## config.mk

```make
export PLATFORM = sky130hd
export DESIGN_NAME = serial_rx_ctrl
export DESIGN_NICKNAME = d
export VERILOG_FILES = /design/src/rtl/serial_rx_pkg.sv /design/src/rtl/flex_counter.sv /design/src/rtl/rx_bit_timer.sv /design/src/rtl/serial_rx_ctrl.sv
export SDC_FILE = /design/constraint.sdc
export NUM_CORES = 1
export LEC_CHECK = 0
export CAP_MARGIN = 20
export CORE_AREA = 2 2 56 58
export DETAILED_ROUTE_END_ITERATION = 16
export DIE_AREA = 0 0 58 60
export PLACE_DENSITY = 0.79
export SYNTH_ARGS = -nofsm -noshare
export SYNTH_HDL_FRONTEND = slang
export SYNTH_SLANG_ARGS = --single-unit
```

## constraint.sdc

```tcl
create_clock -name clk -period 2.7 [get_ports clk]
set_clock_uncertainty 0.05 [all_clocks]
set_input_delay 0.405 -clock clk [delete_from_list [all_inputs] [get_ports clk]]
set_output_delay 0.405 -clock clk [all_outputs]
set_load 0.01 [all_outputs]
```

## src/rtl/serial_rx_pkg.sv

```systemverilog
// rtl/serial_rx_pkg.sv - shared state encoding, defaults and helpers for the serial receiver
package serial_rx_pkg;

    typedef enum logic [2:0] {
        IDLE,
        START_CHK,
        RECEIVE,
        PARITY_CHK,
        STOP_CHK,
        LOAD
    } rx_state_t;

    localparam int DEFAULT_CLKS_PER_BIT = 10;
    localparam int DEFAULT_DATA_BITS    = 8;

    localparam logic IDLE_LINE = 1'b1;

    function automatic logic even_parity(input logic [7:0] value);
        return ^value;
    endfunction

endpackage

```

## src/rtl/flex_counter.sv

```systemverilog
// rtl/flex_counter.sv - clearable up-counter that wraps from rollover_val back to 1
module flex_counter #(
    parameter int NUM_CNT_BITS = 4
) (
    input  logic                    clk,
    input  logic                    n_rst,
    input  logic                    clear,
    input  logic                    count_enable,
    input  logic [NUM_CNT_BITS-1:0] rollover_val,
    output logic [NUM_CNT_BITS-1:0] count_out,
    output logic                    rollover_flag
);

    logic [NUM_CNT_BITS-1:0] next_count;

    always_comb begin
        next_count = count_out;
        if (clear) begin
            next_count = '0;
        end else if (count_enable) begin
            next_count = (count_out == rollover_val) ? NUM_CNT_BITS'(1)
                                                     : count_out + NUM_CNT_BITS'(1);
        end
    end

    always_ff @(posedge clk or negedge n_rst) begin
        if (!n_rst) begin
            count_out     <= '0;
            rollover_flag <= 1'b0;
        end else begin
            count_out     <= next_count;
            rollover_flag <= (next_count == rollover_val);
        end
    end

endmodule

```

## src/rtl/rx_bit_timer.sv

```systemverilog
// rtl/rx_bit_timer.sv - bit-period timer and data-bit counter for the serial receiver
module rx_bit_timer
    import serial_rx_pkg::*;
#(
    parameter int CLKS_PER_BIT = DEFAULT_CLKS_PER_BIT,
    parameter int DATA_BITS    = DEFAULT_DATA_BITS
) (
    input  logic clk,
    input  logic n_rst,
    input  logic timer_clear,
    input  logic timer_enable,
    input  logic bit_enable,
    output logic sample_strobe,
    output logic data_done
);

    localparam int TW = $clog2(CLKS_PER_BIT + 1);
    localparam int BW = $clog2(DATA_BITS + 1);
    // Cleared to 0 on the detect cycle, so the first mid-bit lands at count C/2-1;
    // the 1..C wrap keeps every later sample exactly one period apart.
    localparam logic [TW-1:0] MID_COUNT   = TW'(CLKS_PER_BIT / 2 - 1);
    localparam logic [TW-1:0] AFTER_MID   = TW'(CLKS_PER_BIT / 2);

    logic [TW-1:0] timer_count;
    logic          timer_roll_unused;
    logic [BW-1:0] bit_count_unused;
    logic          bits_full;

    flex_counter #(.NUM_CNT_BITS(TW)) u_period (
        .clk          (clk),
        .n_rst        (n_rst),
        .clear        (timer_clear),
        .count_enable (timer_enable),
        .rollover_val (TW'(CLKS_PER_BIT)),
        .count_out    (timer_count),
        .rollover_flag(timer_roll_unused)
    );

    flex_counter #(.NUM_CNT_BITS(BW)) u_bits (
        .clk          (clk),
        .n_rst        (n_rst),
        .clear        (timer_clear),
        .count_enable (bit_enable),
        .rollover_val (BW'(DATA_BITS)),
        .count_out    (bit_count_unused),
        .rollover_flag(bits_full)
    );

    assign sample_strobe = timer_enable && (timer_count == MID_COUNT);
    // bits_full stays high until the next clear; qualify it to a single-cycle pulse.
    assign data_done     = bits_full && (timer_count == AFTER_MID);

endmodule

```

## src/rtl/serial_rx_ctrl.sv

```systemverilog
// rtl/serial_rx_ctrl.sv - UART-style receiver: synchroniser, frame FSM, shift register, byte buffer
// Define SERIAL_RX_PARITY_EN to add an even-parity bit between the data and stop bits.
module serial_rx_ctrl
    import serial_rx_pkg::*;
#(
    parameter int CLKS_PER_BIT = DEFAULT_CLKS_PER_BIT,
    parameter int DATA_BITS    = DEFAULT_DATA_BITS
) (
    input  logic                 clk,
    input  logic                 n_rst,
    input  logic                 serial_in,
    input  logic                 data_read,
    output logic [DATA_BITS-1:0] rx_data,
    output logic                 data_ready,
    output logic                 overrun_error,
    output logic                 framing_error,
    output logic                 parity_error
);

    rx_state_t            state;
    logic                 sync_1, sync_2, sync_prev;
    logic                 start_edge, timer_enable, bit_enable;
    logic                 sample_strobe, data_done;
    logic [DATA_BITS-1:0] shift_reg, shift_next;

`ifdef SERIAL_RX_PARITY_EN
    logic parity_bad, parity_q;
    assign parity_error = parity_q;
`else
    assign parity_error = 1'b0;
`endif

    always_ff @(posedge clk or negedge n_rst) begin
        if (!n_rst) begin
            sync_1    <= IDLE_LINE;
            sync_2    <= IDLE_LINE;
            sync_prev <= IDLE_LINE;
        end else begin
            sync_1    <= serial_in;
            sync_2    <= sync_1;
            sync_prev <= sync_2;
        end
    end

    assign start_edge   = (state == IDLE) && (sync_2 != IDLE_LINE) && (sync_prev == IDLE_LINE);
    assign timer_enable = (state == START_CHK) || (state == RECEIVE) ||
                          (state == PARITY_CHK) || (state == STOP_CHK);
    assign bit_enable   = (state == RECEIVE) && sample_strobe;

    always_comb begin
        shift_next                = shift_reg >> 1;
        shift_next[DATA_BITS-1]   = sync_2;
    end

    rx_bit_timer #(
        .CLKS_PER_BIT(CLKS_PER_BIT),
        .DATA_BITS   (DATA_BITS)
    ) u_bit_timer (
        .clk          (clk),
        .n_rst        (n_rst),
        .timer_clear  (start_edge),
        .timer_enable (timer_enable),
        .bit_enable   (bit_enable),
        .sample_strobe(sample_strobe),
        .data_done    (data_done)
    );

    always_ff @(posedge clk or negedge n_rst) begin
        if (!n_rst) begin
            state         <= IDLE;
            shift_reg     <= '0;
            rx_data       <= '1;
            data_ready    <= 1'b0;
            overrun_error <= 1'b0;
            framing_error <= 1'b0;
`ifdef SERIAL_RX_PARITY_EN
            parity_bad    <= 1'b0;
            parity_q      <= 1'b0;
`endif
        end else begin
            // LOAD below overrides this when the read and the load coincide.
            if (data_read) begin
                data_ready    <= 1'b0;
                overrun_error <= 1'b0;
            end
            case (state)
                IDLE: begin
                    if (start_edge) begin
                        state         <= START_CHK;
                        framing_error <= 1'b0;
`ifdef SERIAL_RX_PARITY_EN
                        parity_q      <= 1'b0;
`endif
                    end
                end
                START_CHK: begin
                    if (sample_strobe) begin
                        state <= (sync_2 == IDLE_LINE) ? IDLE : RECEIVE;
                    end
                end
                RECEIVE: begin
                    if (bit_enable) begin
                        shift_reg <= shift_next;
                    end
                    if (data_done) begin
`ifdef SERIAL_RX_PARITY_EN
                        state <= PARITY_CHK;
`else
                        state <= STOP_CHK;
`endif
                    end
                end
`ifdef SERIAL_RX_PARITY_EN
                PARITY_CHK: begin
                    if (sample_strobe) begin
                        parity_bad <= (sync_2 != even_parity(8'(shift_reg)));
                        state      <= STOP_CHK;
                    end
                end
`endif
                STOP_CHK: begin
                    if (sample_strobe) begin
                        if (sync_2 != IDLE_LINE) begin
                            framing_error <= 1'b1;
                            state         <= IDLE;
                        end
`ifdef SERIAL_RX_PARITY_EN
                        else if (parity_bad) begin
                            parity_q <= 1'b1;
                            state    <= IDLE;
                        end
`endif
                        else begin
                            state <= LOAD;
                        end
                    end
                end
                LOAD: begin
                    rx_data    <= shift_reg;
                    data_ready <= 1'b1;
                    if (data_ready && !data_read) begin
                        overrun_error <= 1'b1;
                    end
                    state <= IDLE;
                end
                default: state <= IDLE;
            endcase
        end
    end

endmodule

```

* Word-level counts from Yosys, hierarchy flattened
Index checks and enable logic that the tools add are counted.
** Word-level totals
- Register bits after elaboration :: 34
- Input bits :: 4
- Output and inout bits :: 12
** Cells by class
- $add $sub $neg :: 2
- Equality and inequality tests :: 15
- Mux-type cells :: 22
- Bitwise logic cells :: 1
- Reductions and logical operators :: 17
** Operators with widths (number)
- $mux 4 :: 6
- $mux 3 :: 5
- $eq 4x4->1 const B :: 3
- $pmux 3 s4 :: 1
- $ne 2x2->1 const B :: 5
- $add 4x1->4 const B :: 2
- $eq 4x3->1 const B :: 2
- $mux 1 :: 8
- $reduce_and 4->1 :: 2
- $eq 3x2->1 const B :: 2
- $eq 3x3->1 const B :: 2
- $logic_and 1x1->1 :: 6
- $reduce_bool 2->1 :: 3
- $eq 3x1->1 const B :: 1
- $logic_not 3->1 :: 1
- $logic_or 1x1->1 :: 3
- $mux 2 :: 1
- $pmux 1 s2 :: 1
- $reduce_and 2->1 :: 1
- $logic_not 1->1 :: 1
- $not 1->1 :: 1

* Logic depth before layout (Yosys ltp)
- Word-level depth :: 9
- Depth in mapped cells :: 6
- Gate-level depth less buffers :: 6

* Hierarchy
Synthesis repeated with hierarchy kept, for this count alone.
** Second synthesis, totals
- Cells, all modules :: 193
- Area, all modules :: 2044.5 um2
** Modules (own cells, without submodules)
- serial_rx_ctrl :: times used 1, cells an instance 74, area each 1036.0 um2, sequential area each 639.4 um2
- flex_counter :: times used 2, cells an instance 57, area each 489.2 um2, sequential area each 125.1 um2
- rx_bit_timer :: times used 1, cells an instance 5, area each 30.0 um2, sequential area each 0.0 um2

* Worst setup path after synthesis
OpenSTA, ideal clock, no wires.
- Kind :: register to register
- Start point :: register u_bit_timer.u_period.count_out[0]
- End point :: register u_bit_timer.u_bits.count_out[2]
- Library setup time :: 140 ps
- Arrival :: 1706 ps
- Data required time :: 2510 ps
- Setup slack :: 804 ps
- Stages on the path, launching flop included :: 7
- Path through :: dfrtp_1 > or4b_1 > buf_2 > or2_4 > clkbuf_1 > o21ai_1 > a21oi_1
** On the way
- Word-level cells in the longest chain between the ends :: 5
** Ends and longest elaborated chain
- start: declaration :: RTL line flex_counter.sv:10 : output logic [NUM_CNT_BITS-1:0] count_out,
- start signal: assignment :: RTL line flex_counter.sv:31 : count_out <= next_count;
- $eq 4x3->1 :: RTL line rx_bit_timer.sv:49 : assign sample_strobe = timer_enable && (timer_count == MID_COUNT);
- $logic_and 1x1->1 :: RTL line rx_bit_timer.sv:49
- $logic_and 1x1->1 :: RTL line serial_rx_ctrl.sv:48 : assign bit_enable = (state == RECEIVE) && sample_strobe;
- $mux 4 :: RTL line flex_counter.sv:20 : end else if (count_enable) begin
- $mux 4 :: RTL line flex_counter.sv:18 : if (clear) begin
- net u_bit_timer.u_bits.next_count[2] :: RTL line flex_counter.sv:14 : logic [NUM_CNT_BITS-1:0] next_count;
- end signal: assignment :: RTL line flex_counter.sv:31
- end: declaration :: RTL line flex_counter.sv:10
The timed path passes the listed nets, and every way through them passes these cells.
A chain may end at the register's enable or synchronous reset.

* Worst setup path in the final report
- Start point :: register u_bit_timer.u_period.count_out[0]
- End point :: register u_bit_timer.u_bits.rollover_flag
** On the way
- Word-level cells in the longest chain between the ends :: 6
** Ends and longest elaborated chain
- $eq 4x3->1 :: RTL line rx_bit_timer.sv:49
- $logic_and 1x1->1 :: RTL line rx_bit_timer.sv:49
- $logic_and 1x1->1 :: RTL line serial_rx_ctrl.sv:48
- $mux 4 :: RTL line flex_counter.sv:20
- $mux 4 :: RTL line flex_counter.sv:18
- net u_bit_timer.u_bits.next_count[3] :: RTL line flex_counter.sv:14
- $eq 4x4->1 :: RTL line flex_counter.sv:32 : rollover_flag <= (next_count == rollover_val);
- end signal: assignment :: RTL line flex_counter.sv:32
- end: declaration :: RTL line flex_counter.sv:11 : output logic rollover_flag
The timed path passes the listed nets, and every way through them passes these cells.

==> results.sh <==
export IMPL_numCtsBuffers=5
export IMPL_via_per_inst=5.465
export IMPL_syn_num_nets=156
export IMPL_holdBufCountCts=0
export IMPL_grt_pass1_wl_mm=4.850
export IMPL_ant_nets=0
export IMPL_crit_path_end_kind="flop"
export IMPL_crit_family="simple AND/OR/NAND/NOR gates"
export IMPL_clk_path_buf_depth=2
export IMPL_grt_pass1_vias=1089
export IMPL_tns_ns=0
export IMPL_finalCriticalPeriod_ns=2.079
export IMPL_rsz0062_at_grt="no"
export IMPL_crit_fanout=12
export IMPL_worstReg2RegEnd="u_bit_timer.u_bits.rollover_flag"
export IMPL_final_util_pct=60.82
export IMPL_ys_seq_area_share_pct=56.22
export IMPL_worst_pin_slew_ns=0.5010
export IMPL_cellLeakagePower_uw=0.0007981
export IMPL_clk_latency_ns=0.35
export IMPL_core_mm2=0.002903
export IMPL_mostFrequentLayoutCell="nand2_1"
export IMPL_max_freq_ghz=0.4809
export IMPL_gr_total_overflow=0
export IMPL_syn_inst=150
export IMPL_cap_violations=0
export IMPL_rrSetupSlack_ns=0.62
export IMPL_syn_avg_cell_area_um2=10.25
export IMPL_fill_cells=253
export IMPL_top_layer="met4"
export IMPL_cts_tree="yes"
export IMPL_cp_slowest_cell="or4b_1"
export IMPL_worst_path_buf_inv=0
export IMPL_cts_resized_gates=0
export IMPL_min_to="sync_2"
export IMPL_wl_met3_um=115
export IMPL_start_util_pct=52.97
export IMPL_antenna_found_initial=0
export IMPL_drtPass1Iterations=4
export IMPL_worstSetupStartpointType="flop"
export IMPL_period_share_pct=77.02
export IMPL_post_cts_buffers=0
export IMPL_antenna_cells=0
export IMPL_slew_headroom_pct=66.47
export IMPL_hold_path_class="flop to flop"
export IMPL_clk_root_buffer_cell="clkbuf_4"
export IMPL_ios=16
export IMPL_path_cells="or4b_1 -> or2_4 -> o32ai_2 -> o211a_1"
export IMPL_detail_route_wl_per_cell_um=14.20
export IMPL_finalHoldViolations=0
export IMPL_yosysUniqueCellTypes=39
export IMPL_regToRegStartpoint="u_bit_timer.u_period.count_out[0]"
export IMPL_drive_gt1_share_pct=19.16
export IMPL_layout_common_cells="nand2_1 (31), dfrtp_1 (23), nor2_1 (14), clkdlybuf4s50_1 (14), dfstp_2 (11)"
export IMPL_rr_worst_depth=4
export IMPL_critPathArrivalTime_ns=2.32
export IMPL_peakVddDrop_uv=518.9
export IMPL_cts_clk_slew_worst_paths_ns=0.10
export IMPL_h_tree_depth=2
export IMPL_final_nets=172
export IMPL_die_y_um=60
export IMPL_die_w_um=58
export IMPL_drv_slew=0
export IMPL_wl_mm=2.839
export IMPL_yosys_warnings=0
export IMPL_worstHoldPathCells=0
export IMPL_grt_usage_pct=18.94
export IMPL_min_from="sync_1"
export IMPL_rows=20
export IMPL_met2_length_mm=1.438
export IMPL_cts_num_sinks=34
export IMPL_syn_cell_area_mm2=0.001538
export IMPL_status="finished, final reports clean"
export IMPL_met1Wirelength_mm=1.215
export IMPL_syn2layout_area_growth_pct=14.81
export IMPL_power_density_mw_per_mm2=656.4
export IMPL_worst_ep_required_time_ns=2.94
export IMPL_crit_type="flop to flop"
export IMPL_dp_hpwl_mm=1.984
export IMPL_vias=1093
export IMPL_dr_first_iter_drc_count=54
export IMPL_ys_seq_elements=34
export IMPL_grt_max_degree=35
export IMPL_gp_congestion=0.8598
export IMPL_die_area_mm2=0.003480
export IMPL_port_buffers=14
export IMPL_drc=0
export IMPL_setup_violations=0
export IMPL_slowest_delay_ns=0.68
[how the worst max path moves through the flow]
stage,startpoint,to,depth (start not counted)
6_report,u_bit_timer.u_period.count_out[0],u_bit_timer.u_bits.rollover_flag,4
5_1_grt,u_bit_timer.u_period.count_out[0],u_bit_timer.u_bits.rollover_flag,4
4_1_cts,u_bit_timer.u_period.count_out[0],u_bit_timer.u_bits.rollover_flag,4
3_5_place_dp,u_bit_timer.u_period.count_out[0],u_bit_timer.u_bits.rollover_flag,4
3_3_place_gp,u_bit_timer.u_period.count_out[0],u_bit_timer.u_bits.rollover_flag,4
2_1_floorplan,u_bit_timer.u_period.count_out[0],u_bit_timer.u_bits.count_out[2],6
[metal layers]
metal  global-route usage [%]  vias to the layer above
met2                    29.71                       24
li1                         -                      531
met3                    6.926                       10
met5                        0                        -
met4                    9.302                        0
met1                    23.20                      528
[area by class of cell]
| class | instances | area, um^2 | share of cell area [%] |
|---|---|---|---|
| Timing Repair Buffer | 16 | 155.1 | 8.788 |
| Multi-Input combinational cell | 104 | 621.8 | 35.22 |
| Clock inverter | 2 | 12.51 | 0.7087 |
| Tap cell | 33 | 41.29 | 2.339 |
| Clock buffer | 6 | 51.30 | 2.906 |
| Inverter | 5 | 18.77 | 1.063 |
| Sequential cell | 34 | 864.6 | 48.97 |
[kinds of logic after synthesis]
family,after synthesis,synth area share (%)
fa+ha+maj,2,1.627
other cells,1,0.2439
compound gates,24,10.25
simple gates,65,20.10
mux,9,6.510
xor+xnor,3,1.709
buf+inv,12,3.336
flops,34,56.22
[report_power, final]
part	total [uW]	switching [uW]	internal (uW)	leakage [uW]
logic	228	129	98.4	0.000336
registers	630	69.7	560	0.000427
clock network	301	176	125	0.0000343
[Yosys cell counts, drive strengths merged]
library cell  number  area, um^2
a211oi             1       7.510
a21o               2       15.01
a21oi              6       30.03
a22oi              2       15.01
a31oi              1       6.260
buf                3       17.52
clkbuf             4       15.01
conb               1       3.750
dfrtp             23       575.6
dfstp             11       289.0
ha                 2       25.02
inv                5       18.77
mux2               8       90.09
mux2i              1       10.01
nand2             31       116.4
nand2b             1       6.260
nand3              3       15.01
nand3b             2       15.01
nand4              1       6.260
nand4b             1       8.760
nor2              14       52.55
nor2b              5       31.28
nor3b              1       7.510
nor4               1       6.260
o211a              1       10.01
o21ai              7       35.03
o21bai             1       7.510
o22a               1       8.760
o22ai              1       6.260
o32ai              1       16.27
or2                1       8.760
or3                1       6.260
or3b               1       8.760
or4b               2       20.02
xnor2              1       8.760
xor2               2       17.52
[through the flow]
stage	setup slack (ns)	area [um^2]	total power [uW]	cells	hold slack, ns
after floorplan	0.8036	1538	804.8	150	0.05941
after global placement	0.6901	1702	845.5	192	0.2966
after detailed placement	0.6435	1702	865.9	192	0.3119
after CTS	0.6274	1765	1170	200	0.3271
after global routing	0.5216	1765	1239	200	0.3266
final	0.6206	1765	1159	200	0.3237
Power figures use the tool's default switching activity.
